<file path="config.mk">
export PLATFORM = sky130hd
export DESIGN_NAME = grant16_encode
export DESIGN_NICKNAME = d
export VERILOG_FILES = /design/src/rtl/grant16_encode.sv
export SDC_FILE = /design/constraint.sdc
export NUM_CORES = 1
export LEC_CHECK = 0
export CAP_MARGIN = 10
export CORE_ASPECT_RATIO = 0.75
export CORE_MARGIN = 2
export CORE_UTILIZATION = 45
export DETAILED_ROUTE_END_ITERATION = 16
export GPL_ROUTABILITY_DRIVEN = 0
export PLACE_DENSITY = 0.77
export SYNTH_ARGS = -nofsm -noshare
export SYNTH_HDL_FRONTEND = slang
export SYNTH_SLANG_ARGS = --single-unit
export TNS_END_PERCENT = 10
</file>
<file path="constraint.sdc">
create_clock -name i_clk -period 2.6 [get_ports i_clk]
set_input_delay 0.65 -clock i_clk [delete_from_list [all_inputs] [get_ports i_clk]]
set_output_delay 0.65 -clock i_clk [all_outputs]
set_load 0.05 [all_outputs]
</file>
<file path="src/rtl/grant16_encode.sv">
// grant16_encode: turns a winning requester index into a registered one-hot grant,
// holds it until done/withdrawn/hold-limit, then inserts a one-cycle bubble.
module grant16_encode #(
    parameter int   DWIDTH   = 16,
    parameter logic TARGET   = 1'b1,
    parameter int   MAX_HOLD = 64
) (
    input  logic                      i_clk,
    input  logic                      i_rst,
    input  logic                      i_sel_vld,
    input  logic [$clog2(DWIDTH)-1:0] i_sel,
    input  logic [DWIDTH-1:0]         i_req,
    input  logic                      i_done,
    output logic                      o_ready,
    output logic [DWIDTH-1:0]         o_grant,
    output logic                      o_grant_vld,
    output logic [$clog2(DWIDTH)-1:0] o_grant_idx,
    output logic                      o_timeout
);
    localparam int IW = $clog2(DWIDTH);
    // A disabled limit would give a zero-width counter, so keep at least one bit.
    localparam int CW = (MAX_HOLD > 0) ? $clog2(MAX_HOLD + 1) : 1;
    localparam logic [CW-1:0] LIM = CW'((MAX_HOLD > 0) ? MAX_HOLD - 1 : 0);
    localparam logic [DWIDTH-1:0] OFF = {DWIDTH{~TARGET}};

    typedef enum logic [1:0] {IDLE, GRANT, GAP} state_t;

    state_t            state_q, state_d;
    logic [DWIDTH-1:0] grant_q, grant_d;
    logic [IW-1:0]     idx_q, idx_d;
    logic [CW-1:0]     cnt_q, cnt_d;
    logic              vld_q, vld_d;
    logic              to_q, to_d;
    logic [DWIDTH-1:0] onehot;
    logic              sel_ok, accept, req_cur, hit_lim, release_now;

    assign onehot      = {{(DWIDTH-1){1'b0}}, 1'b1} << i_sel;
    assign sel_ok      = 32'(i_sel) < 32'(DWIDTH);
    assign accept      = (state_q == IDLE) && i_sel_vld && sel_ok && i_req[i_sel];
    assign req_cur     = i_req[idx_q];
    assign hit_lim     = (MAX_HOLD != 0) && (cnt_q == LIM);
    assign release_now = i_done || !req_cur || hit_lim;

    always_comb begin
        state_d = state_q;
        grant_d = grant_q;
        idx_d   = idx_q;
        cnt_d   = cnt_q;
        vld_d   = vld_q;
        to_d    = 1'b0;
        case (state_q)
            IDLE: begin
                if (accept) begin
                    state_d = GRANT;
                    grant_d = TARGET ? onehot : ~onehot;
                    idx_d   = i_sel;
                    vld_d   = 1'b1;
                    cnt_d   = '0;
                end
            end
            GRANT: begin
                cnt_d = cnt_q + 1'b1;
                if (release_now) begin
                    state_d = GAP;
                    grant_d = OFF;
                    vld_d   = 1'b0;
                    // Timeout only reported when neither done nor withdrawal caused the exit.
                    to_d    = !i_done && req_cur && hit_lim;
                end
            end
            default: state_d = IDLE;
        endcase
    end

    always_ff @(posedge i_clk) begin
        if (i_rst) begin
            state_q <= IDLE;
            grant_q <= OFF;
            idx_q   <= '0;
            cnt_q   <= '0;
            vld_q   <= 1'b0;
            to_q    <= 1'b0;
        end else begin
            state_q <= state_d;
            grant_q <= grant_d;
            idx_q   <= idx_d;
            cnt_q   <= cnt_d;
            vld_q   <= vld_d;
            to_q    <= to_d;
        end
    end

    assign o_ready     = (state_q == IDLE);
    assign o_grant     = grant_q;
    assign o_grant_vld = vld_q;
    assign o_grant_idx = idx_q;
    assign o_timeout   = to_q;
endmodule

</file>
# [Word-level counts from Yosys, hierarchy flattened]
# Index checks and enable logic that the tools add are counted.
[totals] regBits=31 inputBits=24 out_inout_bits=23 word_cells=46
[op_classes] addsub=1 order_cmp=2 n_eq_ne=4 shift=1 muxes=15 n_bitwise=2 reduce_logical=15
[op_table] op="$mux W16" count=2
[op_table] op="$pmux W16 S2" count=1
[op_table] op="$shl A1 B4 Y16 const A" count=1
[op_table] op="$pmux W7 S2" count=1
[op_table] op="$lt A4 B5 Y1 const B" count=2
[op_table] op="$bmux W1 S4" count=2
[op_table] op="$add A7 B1 Y7 const B" count=1
[op_table] op="$eq A7 B6 Y1 const B" count=1
[op_table] op="$mux W7" count=1
[op_table] op="$reduce_and A2 Y1" count=3
[op_table] op="$logic_and A1 B1 Y1" count=4
[op_table] op="$mux W1" count=4
[op_table] op="$mux W2" count=2
[op_table] op="$pmux W2 S2" count=1
[op_table] op="$reduce_and A3 Y1" count=1
[op_table] op="$reduce_or A3 Y1" count=1
[op_table] op="$eq A2 B1 Y1 const B" count=1
[op_table] op="$logic_not A1 Y1" count=2
[op_table] op="$logic_not A2 Y1" count=1
[op_table] op="$logic_or A1 B1 Y1" count=2
[op_table] op="$ne A2 B1 Y1 const B" count=1
[op_table] op="$ne A2 B2 Y1 const B" count=1
[op_table] op="$not A1 Y1" count=2
[op_table] op="$pmux W1 S2" count=1
[op_table] op="$reduce_bool A2 Y1" count=1

# [Logic depth before layout (Yosys ltp)]
# Gate-level depths: netlist of run 1.
[logic_depth] depth_word=7 ltp_mapped=8 depth_no_buf=6

# [Worst setup path before layout of run 1]
# No wires, ideal clock.
[synth_path] path_type="input -> register" startpoint="in i_sel[0]" endpoint="reg grant_q[5], in the netlist o_grant[5]" setup_time_ns=0.079 t_arrival_ns=2.362 t_required_ns=2.521 setup_slack_ns=0.159 cell_stages=7 n_path_buf=2 cell_sequence="buf_6 mux4_2 mux2_2 a211oi_4 o311ai_2 buf_6 o22ai_1"
[synth_between] elab_chain_cells=5 word_cells_on_any_way=8 classes_between="eq/ne (1); shift (1); mux (4); reduce/logical (2)"
[synth_lines] element="from (decl)" line="11" source="input logic [$clog2(DWIDTH)-1:0] i_sel,"
[synth_lines] element="$bmux W1 S4" line="39" source="assign accept = (state_q == IDLE) && i_sel_vld && sel_ok && i_req[i_sel];"
[synth_lines] element="$mux W1 (not written as such)" line="39"
[synth_lines] element="$logic_and A1 B1 Y1" line="39"
[synth_lines] element="$ne A2 B1 Y1 (no line)"
[synth_lines] element="$reduce_and A3 Y1 (no line)"
[synth_lines] element="to (signal assigned)" line="85" source="grant_q <= grant_d;"
[synth_lines] element="to (decl)" line="29" source="logic [DWIDTH-1:0] grant_q, grant_d;"
# Several ways; a longest one is shown, not always the timed one. The select of a mux whose other input is x is not followed.
# A chain may end at the register's enable or synchronous reset.

# [Worst setup path after layout of run 1]
[layout_path] startpoint="in i_sel[1]" endpoint="reg idx_q[0], in the netlist o_grant_idx[0]"
[layout_between] elab_chain_cells=4
[layout_lines] element="$bmux W1 S4" line="39"
[layout_lines] element="$mux W1 (not written as such)" line="39"
[layout_lines] element="$logic_and A1 B1 Y1" line="39"
[layout_lines] element="$reduce_and A2 Y1 (no line)"
[layout_lines] element="to (signal assigned)" line="86" source="idx_q <= idx_d;"
[layout_lines] element="to (decl)" line="30" source="logic [IW-1:0] idx_q, idx_d;"
# Every way passes these cells. The select of a mux whose other input is x is not followed.

==> results of run 1 <==
-- per-stage QoR --
| stage | TNS [ns] | power (mW) |
|---|---|---|
| after global placement | -8.929 | 0.7601 |
| after CTS | 0 | 1.252 |
| after detailed placement | -9.395 | 0.7622 |
| after global routing | 0 | 1.296 |
| final | 0 | 1.247 |
| after floorplan | 0 | 0.6582 |
-- worst paths after layout --
kind | startpoint | to | slack [ns] | cells after the start
min reg2reg | o_grant[0] | o_grant[0] | 0.45 | 2
min | o_grant[0] | o_grant[0] | 0.45 | 2
max reg2reg | o_grant_idx[0] | o_grant[7] | 0.41 | 7
max | i_sel[1] | o_grant_idx[0] | 0.11 | 7
-- layout by cell type, fill, tap and decap left out, types with 6 or more instances in the layout --
cell / Yosys / layout
clkdlybuf4s50_1: 0 / 45
dfxtp_1: 31 / 31
inv_1: 22 / 22
buf_4: 1 / 17
nand2_1: 16 / 16
a21oi_1: 12 / 12
o21ai_0: 11 / 11
and3_1: 7 / 7
o21ai_1: 7 / 7
nor2_1: 6 / 6
nor3_1: 6 / 6
clkbuf_8: 0 / 6
-- critical path, stage by stage --
cell             delay [ns]
clkdlybuf4s50_1        0.60
mux4_2                 0.35
mux2_2                 0.31
a211oi_4               0.27
buf_4                  0.24
mux2i_1                0.19
nor2_1                 0.05
-- timing repair --
item / in CTS / in global routing
setup endpoints to repair: 25 / 0
setup buffers: 0 / 0
resized for setup: 1 / 0
-- state kept, by name (all words and copies together), names as in the netlist --
register	cells
state_q	2
o_timeout	1
cnt_q	7
o_grant	16
o_grant_idx	4
o_grant_vld	1
-- cells by family after synthesis --
| group | share of synthesized area |
|---|---|
| compound gates | 0.1730 |
| mux | 0.1263 |
| xor+xnor | 0.005633 |
| buf+inv | 0.09251 |
| fa+ha+maj | 0.008044 |
| simple gates | 0.1955 |
| flops | 0.3990 |
-- per-layer routing --
layer / vias to the layer above / track usage
met5: - / 0
met4: 0 / 0.09434
met3: 13 / 0.06522
met2: 48 / 0.2824
met1: 634 / 0.3011
li1: 750 / -
-- where the power goes --
part	switching, mW	internal, mW
sequential	0.0155	0.488
combinational	0.127	0.122
clock	0.185	0.310
total	0.328	0.920
-- cell type report --
type | count | area (um^2)
flip-flops and latches | 31 | 620.6
clock inverters | 2 | 35.03
inverters | 22 | 82.58
clock buffers | 6 | 82.58
fillers | 266 | 1020
repair buffers | 64 | 606.8
multi-input cells | 117 | 790.8
well taps | 40 | 50.05
-- synth_stat cells, drive strengths merged --
| library cell | n |
|---|---|
| dfxtp | 31 |
| inv | 22 |
| o21ai | 18 |
| nand2 | 16 |
| a21oi | 12 |
| and3 | 7 |
| clkbuf | 6 |
| nor2 | 6 |
| nor3 | 6 |
| buf | 5 |
| mux2 | 5 |
| mux2i | 5 |
| nand2b | 5 |
| mux4 | 4 |
| nand3 | 4 |
| nor4 | 4 |
| o22ai | 4 |
| a211oi | 3 |
| nand4 | 3 |
| nor2b | 3 |
| nor3b | 2 |
| a21o | 1 |
| a2bb2o | 1 |
| a41o | 1 |
| ha | 1 |
| nor4b | 1 |
| nor4bb | 1 |
| o21a | 1 |
| o311ai | 1 |
| o31ai | 1 |
| xnor2 | 1 |
==> results.tsv, run 1 <==
stage	metric	value	unit
logic_synthesis	mean area per synthesized cell	8.592	um^2
clock_tree	CTS tree	done	
drt	Antenna Violating Nets Remaining	0	
sta	final-report max-slew violation count	0	
global_routing	first-pass GRT wire length	6003	um
clock_tree	CTS H-tree lvls	2	
placement	Post-DP HPWL	2821	um
logic_synthesis	leading area contributor after synthesis	dfxtp_1	
drt	met1 WL	1918	um
sta	Setup-failing EPs final	0	
drt	met2 WL	1472	um
pwr	Leak	0.8487	nW
floorplanning	Die Y	54.91	um
drt	highest routed layer	met4	
cells_and_area	Post-Layout Cell Count	282	
job	Maximum Capacitance Violations	0	
sta	Final WS setup	0.1063	ns
setup_path	crit-path max FO	12	
logic_synthesis	post-synthesis sequential area ratio	0.3990	
cells_and_area	Layout Nets	266	
logic_synthesis	cell area after technology mapping	1555	um^2
global_routing	largest net degree at the start of global routing	17	
logic_synthesis	Distinct cells, synth	36	
setup_path	critical path class	input pin to register	
logic_synthesis	Syn Inst Count	181	
global_routing	gr usage total	0.2085	
clock_tree	Hold Buf Count CTS	0	
global_routing	initial antenna violation count	0	
logic_synthesis	YS warnings	0	
sta	final clock skew	0.002232	ns
cells_and_area	Area Growth Syn to Fin	45.86	%
sta	measured slew at the worst slew-check pin	0.5271	ns
clock_tree	TritonCTS buffer count	5	
floorplanning	I/O pins	47	
floorplanning	starting density of the core	0.4730	
clock_tree	Root Buffer	clkbuf_8	
cells_and_area	layout cells sized above 1	0.1529	
sta	Peak Freq	401.0	MHz
placement	dpl cells	274	
drt	Pre-Repair DR Iteration Count	4	
placement	Port Buffers	46	
clock_tree	Worst-Skew Late Latency	0.28	ns
drt	metal3 WL	231	um
pwr	PD cells	549.9	nW/um^2
sta	final worst-path cycle share	0.9591	
cells_and_area	final instance area	2268	um^2
sta	Final min period	2.494	ns
logic_synthesis	top cells by area, synth	dfxtp_1, mux4_2, inv_1, a21oi_1, nand2_1	
logic_synthesis	FF+latch count, synth	31	
clock_tree	Sinks on Clock Net	31	
drt	post-detailed-route via-to-cell ratio	5.124	
cells_and_area	utilization after layout	0.6899	
drt	final WL	3693	um
hold_path	type of the worst min-delay path	register to register	
sta	worst relative slew slack	0.6478	
clock_tree	clk buf depth	2	
setup_path	endpoint class of the critical path	register	
placement	pre-CTS setup slack	-0.4020	ns
global_routing	remaining global-route overflow	0	
logic_synthesis	top-area cell type share of the netlist area	0.3990	
sta	unrepaired setup endpoints after global routing	false	
setup_path	CP required	2.77	ns
drt	drc violations	0	
sta	Final Hold Fails	0	
setup_path	startpoint types	input pin	
drt	initial DRC count	89	
floorplanning	die area	3947	um^2
floorplanning	Die Wd	71.89	um
placement	Area after DPL	2152	um^2
global_routing	vias in the first global route	1230	
drt	via count	1445	
sta	Hold WS	0.4522	ns
outcome	status	finished, final reports clean	
floorplanning	core box area	3288	um^2
clock_tree	CTS clock-pin slew for the worst setup and hold paths	0.07	ns
floorplanning	row cnt	18	
setup_path	Worst EP arrival	2.66	ns
pwr	maximum vdd drop	0.0002790	V
cells_and_area	antenna cell count	0	
drt	wire per inst	13.10	um
logic_synthesis	Synthesized Nets	206	
No activity file was read; power rests on OpenSTA's default activity.
==> inputs of run 2 (changes only) <==
--- a/config.mk
+++ b/config.mk
@@ -11,7 +11,7 @@
 export CORE_UTILIZATION = 45
 export DETAILED_ROUTE_END_ITERATION = 16
 export GPL_ROUTABILITY_DRIVEN = 0
-export PLACE_DENSITY = 0.77
+export PLACE_DENSITY = 0.73
 export SYNTH_ARGS = -nofsm -noshare
 export SYNTH_HDL_FRONTEND = slang
 export SYNTH_SLANG_ARGS = --single-unit
==> results.tsv, run 2 (same netlist as run 1, synthesis figures left out) <==
stage	metric	value	unit	change
clock_tree	CTS clock-pin slew for the worst setup and hold paths	0.07	ns	about the same
drt	Pre-Repair DR Iteration Count	4		unchanged
drt	wire per inst	13.70	um	was 13.10 um
setup_path	RR Endpoint	o_grant[4]		was o_grant[7]
global_routing	first-pass GRT wire length	6113	um	was 6003 um
clock_tree	Hold Buf Count CTS	0		unchanged
global_routing	vias in the first global route	1340		was 1230
setup_path	Critical Path, Cell by Cell	clkdlybuf4s50_1, mux4_2, mux2_2, a211oi_4, buf_6, mux2i_1, nor2_1		was clkdlybuf4s50_1, mux4_2, mux2_2, a211oi_4, buf_4, mux2i_1, nor2_1
sta	sum of negative setup slack	0	ns	unchanged
clock_tree	CTS H-tree lvls	2		unchanged
cells_and_area	Area Growth Syn to Fin	43.85	%	was 45.86%
setup_path	CP required	2.76	ns	was 2.77 ns
clock_tree	Worst-Skew Late Latency	0.28	ns	about the same
hold_path	type of the worst min-delay path	register to register		unchanged
sta	final-report max-slew violation count	0		unchanged
setup_path	buffers plus inverters on the worst setup path	2		unchanged
drt	initial DRC count	100		was 89
setup_path	Worst EP arrival	2.67	ns	was 2.66 ns
clock_tree	Sinks on Clock Net	31		unchanged
sta	Peak Freq	398.7	MHz	was 401.0 MHz
hold_path	WHS Endpoint	o_grant[7]		was o_grant[0]
floorplanning	starting density of the core	0.4730		unchanged
setup_path	CP top delay family	multiplexers		unchanged
setup_path	critical path class	input pin to register		unchanged
clock_tree	clk buf depth	2		unchanged
pwr	PD cells	554.5	nW/um^2	was 549.9 nW/um^2
clock_tree	Root Buffer	clkbuf_8		unchanged
sta	final worst-path cycle share	0.9646		was 0.9591
hold_path	Hold Crit Depth	2		unchanged
cells_and_area	utilization after layout	0.6804		was 0.6899
sta	Final min period	2.508	ns	was 2.494 ns
outcome	status	finished, final reports clean		unchanged
floorplanning	core box area	3288	um^2	unchanged
cells_and_area	Post-Layout Cell Count	279		was 282
floorplanning	Die Wd	71.89	um	unchanged
setup_path	Reg2Reg Depth	8		was 7
global_routing	remaining global-route overflow	0		unchanged
setup_path	CP max-delay cell	mux4_2		was clkdlybuf4s50_1
drt	Antenna Violating Nets Remaining	0		unchanged
sta	measured slew at the worst slew-check pin	0.5833	ns	was 0.5271 ns
sta	Setup-failing EPs final	0		unchanged
setup_path	crit-path max cell delay	0.48	ns	was 0.60 ns
pwr	maximum vdd drop	0.0002995	V	was 0.0002790 V
placement	Post-DP HPWL	2992	um	was 2821 um
floorplanning	row cnt	18		unchanged
clock_tree	CTS tree	done		unchanged
drt	final WL	3821	um	was 3693 um
cells_and_area	most common cell after layout, fill and taps aside	clkdlybuf4s50_1		unchanged
cells_and_area	commonest non-fill, non-tap cells in the layout	clkdlybuf4s50_1, dfxtp_1, inv_1, nand2_1, buf_4		was clkdlybuf4s50_1, dfxtp_1, inv_1, buf_4, nand2_1
cells_and_area	Layout Nets	263		was 266
setup_path	Worst R2R Start	o_grant_idx[0]		unchanged
pwr	Leak	0.8306	nW	was 0.8487 nW
sta	worst relative slew slack	0.6103		was 0.6478
clock_tree	post-CTS setup buffers	0		unchanged
sta	unrepaired setup endpoints after global routing	false		unchanged
setup_path	crit-path max FO	12		unchanged
setup_path	endpoint class of the critical path	register		unchanged
cells_and_area	fill count	245		was 266
cells_and_area	layout cells sized above 1	0.1423		was 0.1529
cells_and_area	antenna cell count	0		unchanged
placement	dpl cells	271		was 274
setup_path	startpoint types	input pin		unchanged
floorplanning	Die Y	54.91	um	unchanged
hold_path	hold path start	o_grant[7]		was o_grant[0]
job	Maximum Capacitance Violations	0		unchanged
global_routing	largest net degree at the start of global routing	13		was 17
drt	post-detailed-route via-to-cell ratio	5.283		was 5.124
setup_path	flop2flop setup slack	0.48	ns	was 0.41 ns
clock_tree	TritonCTS buffer count	5		unchanged
drt	via count	1474		was 1445
global_routing	initial antenna violation count	0		unchanged
cells_and_area	Largest register FFs	16		unchanged
sta	Final Hold Fails	0		unchanged
floorplanning	I/O pins	47		unchanged
sta	final clock skew	0.007010	ns	was 0.002232 ns
drt	drc violations	0		unchanged
placement	Port Buffers	46		unchanged
global_routing	gr usage total	0.2083		was 0.2085
floorplanning	die area	3947	um^2	unchanged
-- run 2: cell count changes in the layout (fill, tap and decap cells not counted) --
cell     before  now
buf_4        17   14
buf_12        1    0
o21ai_1       7    8
o21ai_0      11   10
buf_6         0    1
-- run 2: how the worst max path moves through the flow --
stage                     startpoint        endpoint  cells past startpoint
after floorplan             i_sel[0]      o_grant[5]                      7
after global placement      i_sel[0]  o_grant_idx[2]                      7
after detailed placement    i_sel[0]  o_grant_idx[2]                      7
after CTS                   i_req[0]  o_grant_idx[0]                      7
after global routing        i_req[7]      o_grant[8]                      7
final                       i_req[0]  o_grant_idx[0]                      7
-- run 2: repair_timing --
item | in CTS | in global routing
gates resized for setup | 2 | 1
gates cloned | 0 | 0
setup endpoints to repair | 22 | 1
-- run 2: layer usage --
layer	track usage	share of wire
met2	0.3364	0.41
met3	0.06522	0.080
met5	0	0
met1	0.2807	0.50
met4	0.04088	0.0065
-- run 2: area by class of cell --
type,count,area (um^2),area share
clock buffer,6,82.58,0.03691
clock inverter,2,35.03,0.01566
inverter,22,82.58,0.03691
multi-input combinational,117,790.8,0.3535
sequential,31,620.6,0.2774
tap,40,50.05,0.02237
timing repair buffer,61,575.6,0.2573
-- run 2: stage by stage --
| stage | worst slack, ns | hold slack [ns] | cell area (um^2) | power [mW] |
|---|---|---|---|---|
| after floorplan | 0.1594 | 0.4559 | 1555 | 0.6582 |
| after global routing | 0.03235 | 0.4714 | 2237 | 1.282 |
| after global placement | -0.3148 | 0.4437 | 2117 | 0.7520 |
| after CTS | 0.1115 | 0.4584 | 2237 | 1.243 |
| after detailed placement | -0.3972 | 0.4458 | 2117 | 0.7564 |
| final | 0.09208 | 0.4543 | 2237 | 1.240 |
-- run 2: power breakdown --
group / switching, mW / internal, mW
combinational: 0.130 / 0.118
sequential: 0.0139 / 0.488
clock: 0.181 / 0.310
-- run 2: worst register-to-register path, cell delays in order (launching register included) --
cell	delay, ns
dfxtp_1	0.47
buf_4	0.21
mux2_2	0.33
o21ai_0	0.21
nor4_1	0.07
buf_4	0.16
o311ai_2	0.25
buf_4	0.22
o22ai_1	0.08
==> inputs of run 3 (changes only) <==
--- a/config.mk
+++ b/config.mk
@@ -5,13 +5,14 @@
 export SDC_FILE = /design/constraint.sdc
 export NUM_CORES = 1
 export LEC_CHECK = 0
+export ABC_AREA = 1
 export CAP_MARGIN = 10
 export CORE_ASPECT_RATIO = 0.75
 export CORE_MARGIN = 2
-export CORE_UTILIZATION = 45
+export CORE_UTILIZATION = 35
 export DETAILED_ROUTE_END_ITERATION = 16
 export GPL_ROUTABILITY_DRIVEN = 0
-export PLACE_DENSITY = 0.73
+export PLACE_DENSITY = 0.58
 export SYNTH_ARGS = -nofsm -noshare
 export SYNTH_HDL_FRONTEND = slang
 export SYNTH_SLANG_ARGS = --single-unit
==> results.tsv, run 3 <==
stage	metric	value	unit	change
cells_and_area	Post-Layout Cell Count	364		was 279
global_routing	global routing's busiest layer	met1		was met2
global_routing	met3 Use GR	0.04522		was 0.06522
setup_path	CP startpoint	o_grant_idx[0]		was i_req[0]
setup_path	crit-path max FO	12		unchanged
logic_synthesis	top_reg_cell synth	dfxtp_1		unchanged
global_routing	largest net degree at the start of global routing	26		was 13
pwr	PD cells	490.4	nW/um^2	was 554.5 nW/um^2
cells_and_area	Area Growth Syn to Fin	36.36	%	was 43.85%
placement	dpl cells	356		was 271
clock_tree	TritonCTS buffer count	5		unchanged
sta	Final Hold Fails	0		unchanged
floorplanning	row cnt	21		was 18
drt	Antenna Violating Nets Remaining	0		unchanged
sta	final worst-path cycle share	0.8959		was 0.9646
clock_tree	post-CTS setup buffers	0		unchanged
global_routing	met2 global-route usage	0.2370		was 0.3364
setup_path	CP max-delay cell	clkdlybuf4s50_1		was mux4_2
drt	final WL	4569	um	was 3821 um
drt	Pre-Repair DR Iteration Count	4		unchanged
sta	worst relative slew slack	0.6616		was 0.6103
floorplanning	Die Y	63.74	um	was 54.91 um
cells_and_area	Largest register FFs	16		unchanged
clock_tree	Root Buffer	clkbuf_8		unchanged
floorplanning	starting density of the core	0.3685		was 0.4730
pwr	Leak	0.9256	nW	was 0.8306 nW
floorplanning	die area	5332	um^2	was 3947 um^2
drt	initial DRC count	105		was 100
drt	drc violations	0		unchanged
global_routing	gr usage total	0.1767		was 0.2083
setup_path	critical path class	register to primary output		was input pin to register
clock_tree	Sinks on Clock Net	31		unchanged
floorplanning	core box area	4519	um^2	was 3288 um^2
hold_path	hold path start	o_grant_vld		was o_grant[7]
outcome	status	finished, final reports clean		unchanged
logic_synthesis	top cells by area, synth	dfxtp_1, nand3_1, nand2_1, a21oi_1, inv_1		was dfxtp_1, mux4_2, inv_1, a21oi_1, nand2_1
placement	Area after DPL	2190	um^2	was 2117 um^2
hold_path	type of the worst min-delay path	register to register		unchanged
logic_synthesis	top post-synthesis cells by count	nand2_1, nand3_1, dfxtp_1		was dfxtp_1, inv_1, nand2_1
setup_path	buffers plus inverters on the worst setup path	1		was 2
setup_path	startpoint types	register		was input pin
global_routing	met1 Use GR	0.2819		was 0.2807
setup_path	CP top delay family	buffers and inverters		was multiplexers
drt	wire per inst	12.55	um	was 13.70 um
setup_path	Worst R2R Start	cnt_q[0]		was o_grant_idx[0]
logic_synthesis	mean area per synthesized cell	6.480	um^2	was 8.592 um^2
job	Maximum Capacitance Violations	0		unchanged
cells_and_area	layout cells sized above 1	0.06840		was 0.1423
setup_path	Critical Path, Cell by Cell	clkdlybuf4s50_1		was clkdlybuf4s50_1, mux4_2, mux2_2, a211oi_4, buf_6, mux2i_1, nor2_1
pwr	maximum vdd drop	0.0003686	V	was 0.0002995 V
clock_tree	CTS H-tree lvls	2		unchanged
sta	final clock skew	0.005359	ns	was 0.007010 ns
floorplanning	I/O pins	47		unchanged
sta	measured slew at the worst slew-check pin	0.5060	ns	was 0.5833 ns
cells_and_area	final instance area	2271	um^2	was 2237 um^2
clock_tree	Worst-Skew Late Latency	0.28	ns	about the same
cells_and_area	commonest non-fill, non-tap cells in the layout	nand2_1, nand3_1, clkdlybuf4s50_1, dfxtp_1		was clkdlybuf4s50_1, dfxtp_1, inv_1, nand2_1, buf_4
clock_tree	CTS tree	done		unchanged
setup_path	endpoint class of the critical path	primary output		was register
setup_path	Worst EP arrival	1.68	ns	was 2.67 ns
clock_tree	Hold Buf Count CTS	0		unchanged
logic_synthesis	leading area contributor after synthesis	dfxtp_1		unchanged
floorplanning	Die Wd	83.65	um	was 71.89 um
setup_path	CP required	1.95	ns	was 2.76 ns
setup_path	crit-path max cell delay	0.87	ns	was 0.48 ns
pwr	Power Total	1.114	mW	was 1.240 mW
logic_synthesis	top-area cell type share of the netlist area	0.3727		was 0.3990
sta	sum of negative setup slack	0	ns	unchanged
logic_synthesis	Synthesized Nets	282		was 206
sta	unrepaired setup endpoints after global routing	false		unchanged
setup_path	flop2flop setup slack	0.69	ns	was 0.48 ns
logic_synthesis	Syn Inst Count	257		was 181
global_routing	first-pass GRT wire length	7645	um	was 6113 um
drt	via count	1761		was 1474
clock_tree	clk buf depth	2		unchanged
logic_synthesis	EDFF count, synth	0		unchanged
placement	Port Buffers	46		unchanged
clock_tree	CTS clock-pin slew for the worst setup and hold paths	0.06	ns	was 0.07 ns
logic_synthesis	YS warnings	0		unchanged
global_routing	vias in the first global route	1550		was 1340
cells_and_area	utilization after layout	0.5025		was 0.6804
placement	Post-DP HPWL	3418	um	was 2992 um
logic_synthesis	cell area after technology mapping	1665	um^2	was 1555 um^2
cells_and_area	most common cell after layout, fill and taps aside	nand2_1		was clkdlybuf4s50_1
sta	Final min period	2.329	ns	was 2.508 ns
sta	final-report max-slew violation count	0		unchanged
global_routing	remaining global-route overflow	0		unchanged
logic_synthesis	post-synthesis sequential area ratio	0.3727		was 0.3990
cells_and_area	antenna cell count	0		unchanged
logic_synthesis	Distinct cells, synth	24		was 36
clock_tree	CTS resizes	0		was 2
cells_and_area	Layout Nets	331		was 263
sta	Peak Freq	429.3	MHz	was 398.7 MHz
global_routing	initial antenna violation count	0		unchanged
logic_synthesis	count leader, synth	nand2_1		was dfxtp_1
sta	Setup-failing EPs final	0		unchanged
drt	post-detailed-route via-to-cell ratio	4.838		was 5.283
logic_synthesis	asr flop ratio synth	0		unchanged
logic_synthesis	FF+latch count, synth	31		unchanged
[run 3: changes by cell type after synthesis, moves of 7 or more]
cell | previous run | this run
nand2_1 | 16 | 63
nand3_1 | 4 | 48
a21oi_1 | 12 | 29
nor2_1 | 6 | 16
and3_1 | 7 | 0
inv_1 | 22 | 29
[run 3: metal layers]
| layer | share of wire | wire length, um |
|---|---|---|
| met5 | 0 | 0 |
| met4 | 0.0018 | 8 |
| met3 | 0.062 | 281 |
| met2 | 0.40 | 1813 |
| met1 | 0.54 | 2465 |
[run 3: layout make-up]
| type | count | area [um^2] |
|---|---|---|
| Inverter | 32 | 120.1 |
| Timing Repair Buffer | 54 | 533.0 |
| Tap cell | 57 | 71.32 |
| Multi-Input combinational cell | 182 | 844.6 |
| Clock inverter | 1 | 5.005 |
| Clock buffer | 7 | 76.32 |
| Fill cell | 463 | 2248 |
| Sequential cell | 31 | 620.6 |
[run 3: cell families (layout without fill, tap and decap cells)]
logic type      count (synthesis)  after routing  share of synthesized area
simple gates                  136            136                     0.3599
compound gates                 45             45                     0.1397
buf+inv                        44             94                     0.1202
flops                          31             31                     0.3727
fa+ha+maj                       1              1                   0.007512
[run 3: through the flow]
step | worst slack, ns | hold slack, ns
2_1_floorplan | 0.7107 | 0.4537
3_3_place_gp | 0.1520 | 0.4522
3_5_place_dp | 0.1264 | 0.4571
4_1_cts | 0.2689 | 0.4676
5_1_grt | 0.1819 | 0.4897
6_report | 0.2706 | 0.4653
[run 3: path summary, 6_finish.rpt]
path	cells after the start	end
hold / removal	2	o_grant_vld
setup reg to reg	11	o_grant[10]
setup / recovery	1	o_grant_idx[0]
hold reg to reg	2	o_grant_vld
[run 3: power by group]
| part | leakage, nW | switching (mW) | internal (mW) | total (mW) |
|---|---|---|---|---|
| Clock | 0.0422 | 0.173 | 0.188 | 0.360 |
| Sequential | 0.251 | 0.0127 | 0.487 | 0.500 |
| Combinational | 0.633 | 0.155 | 0.0982 | 0.254 |
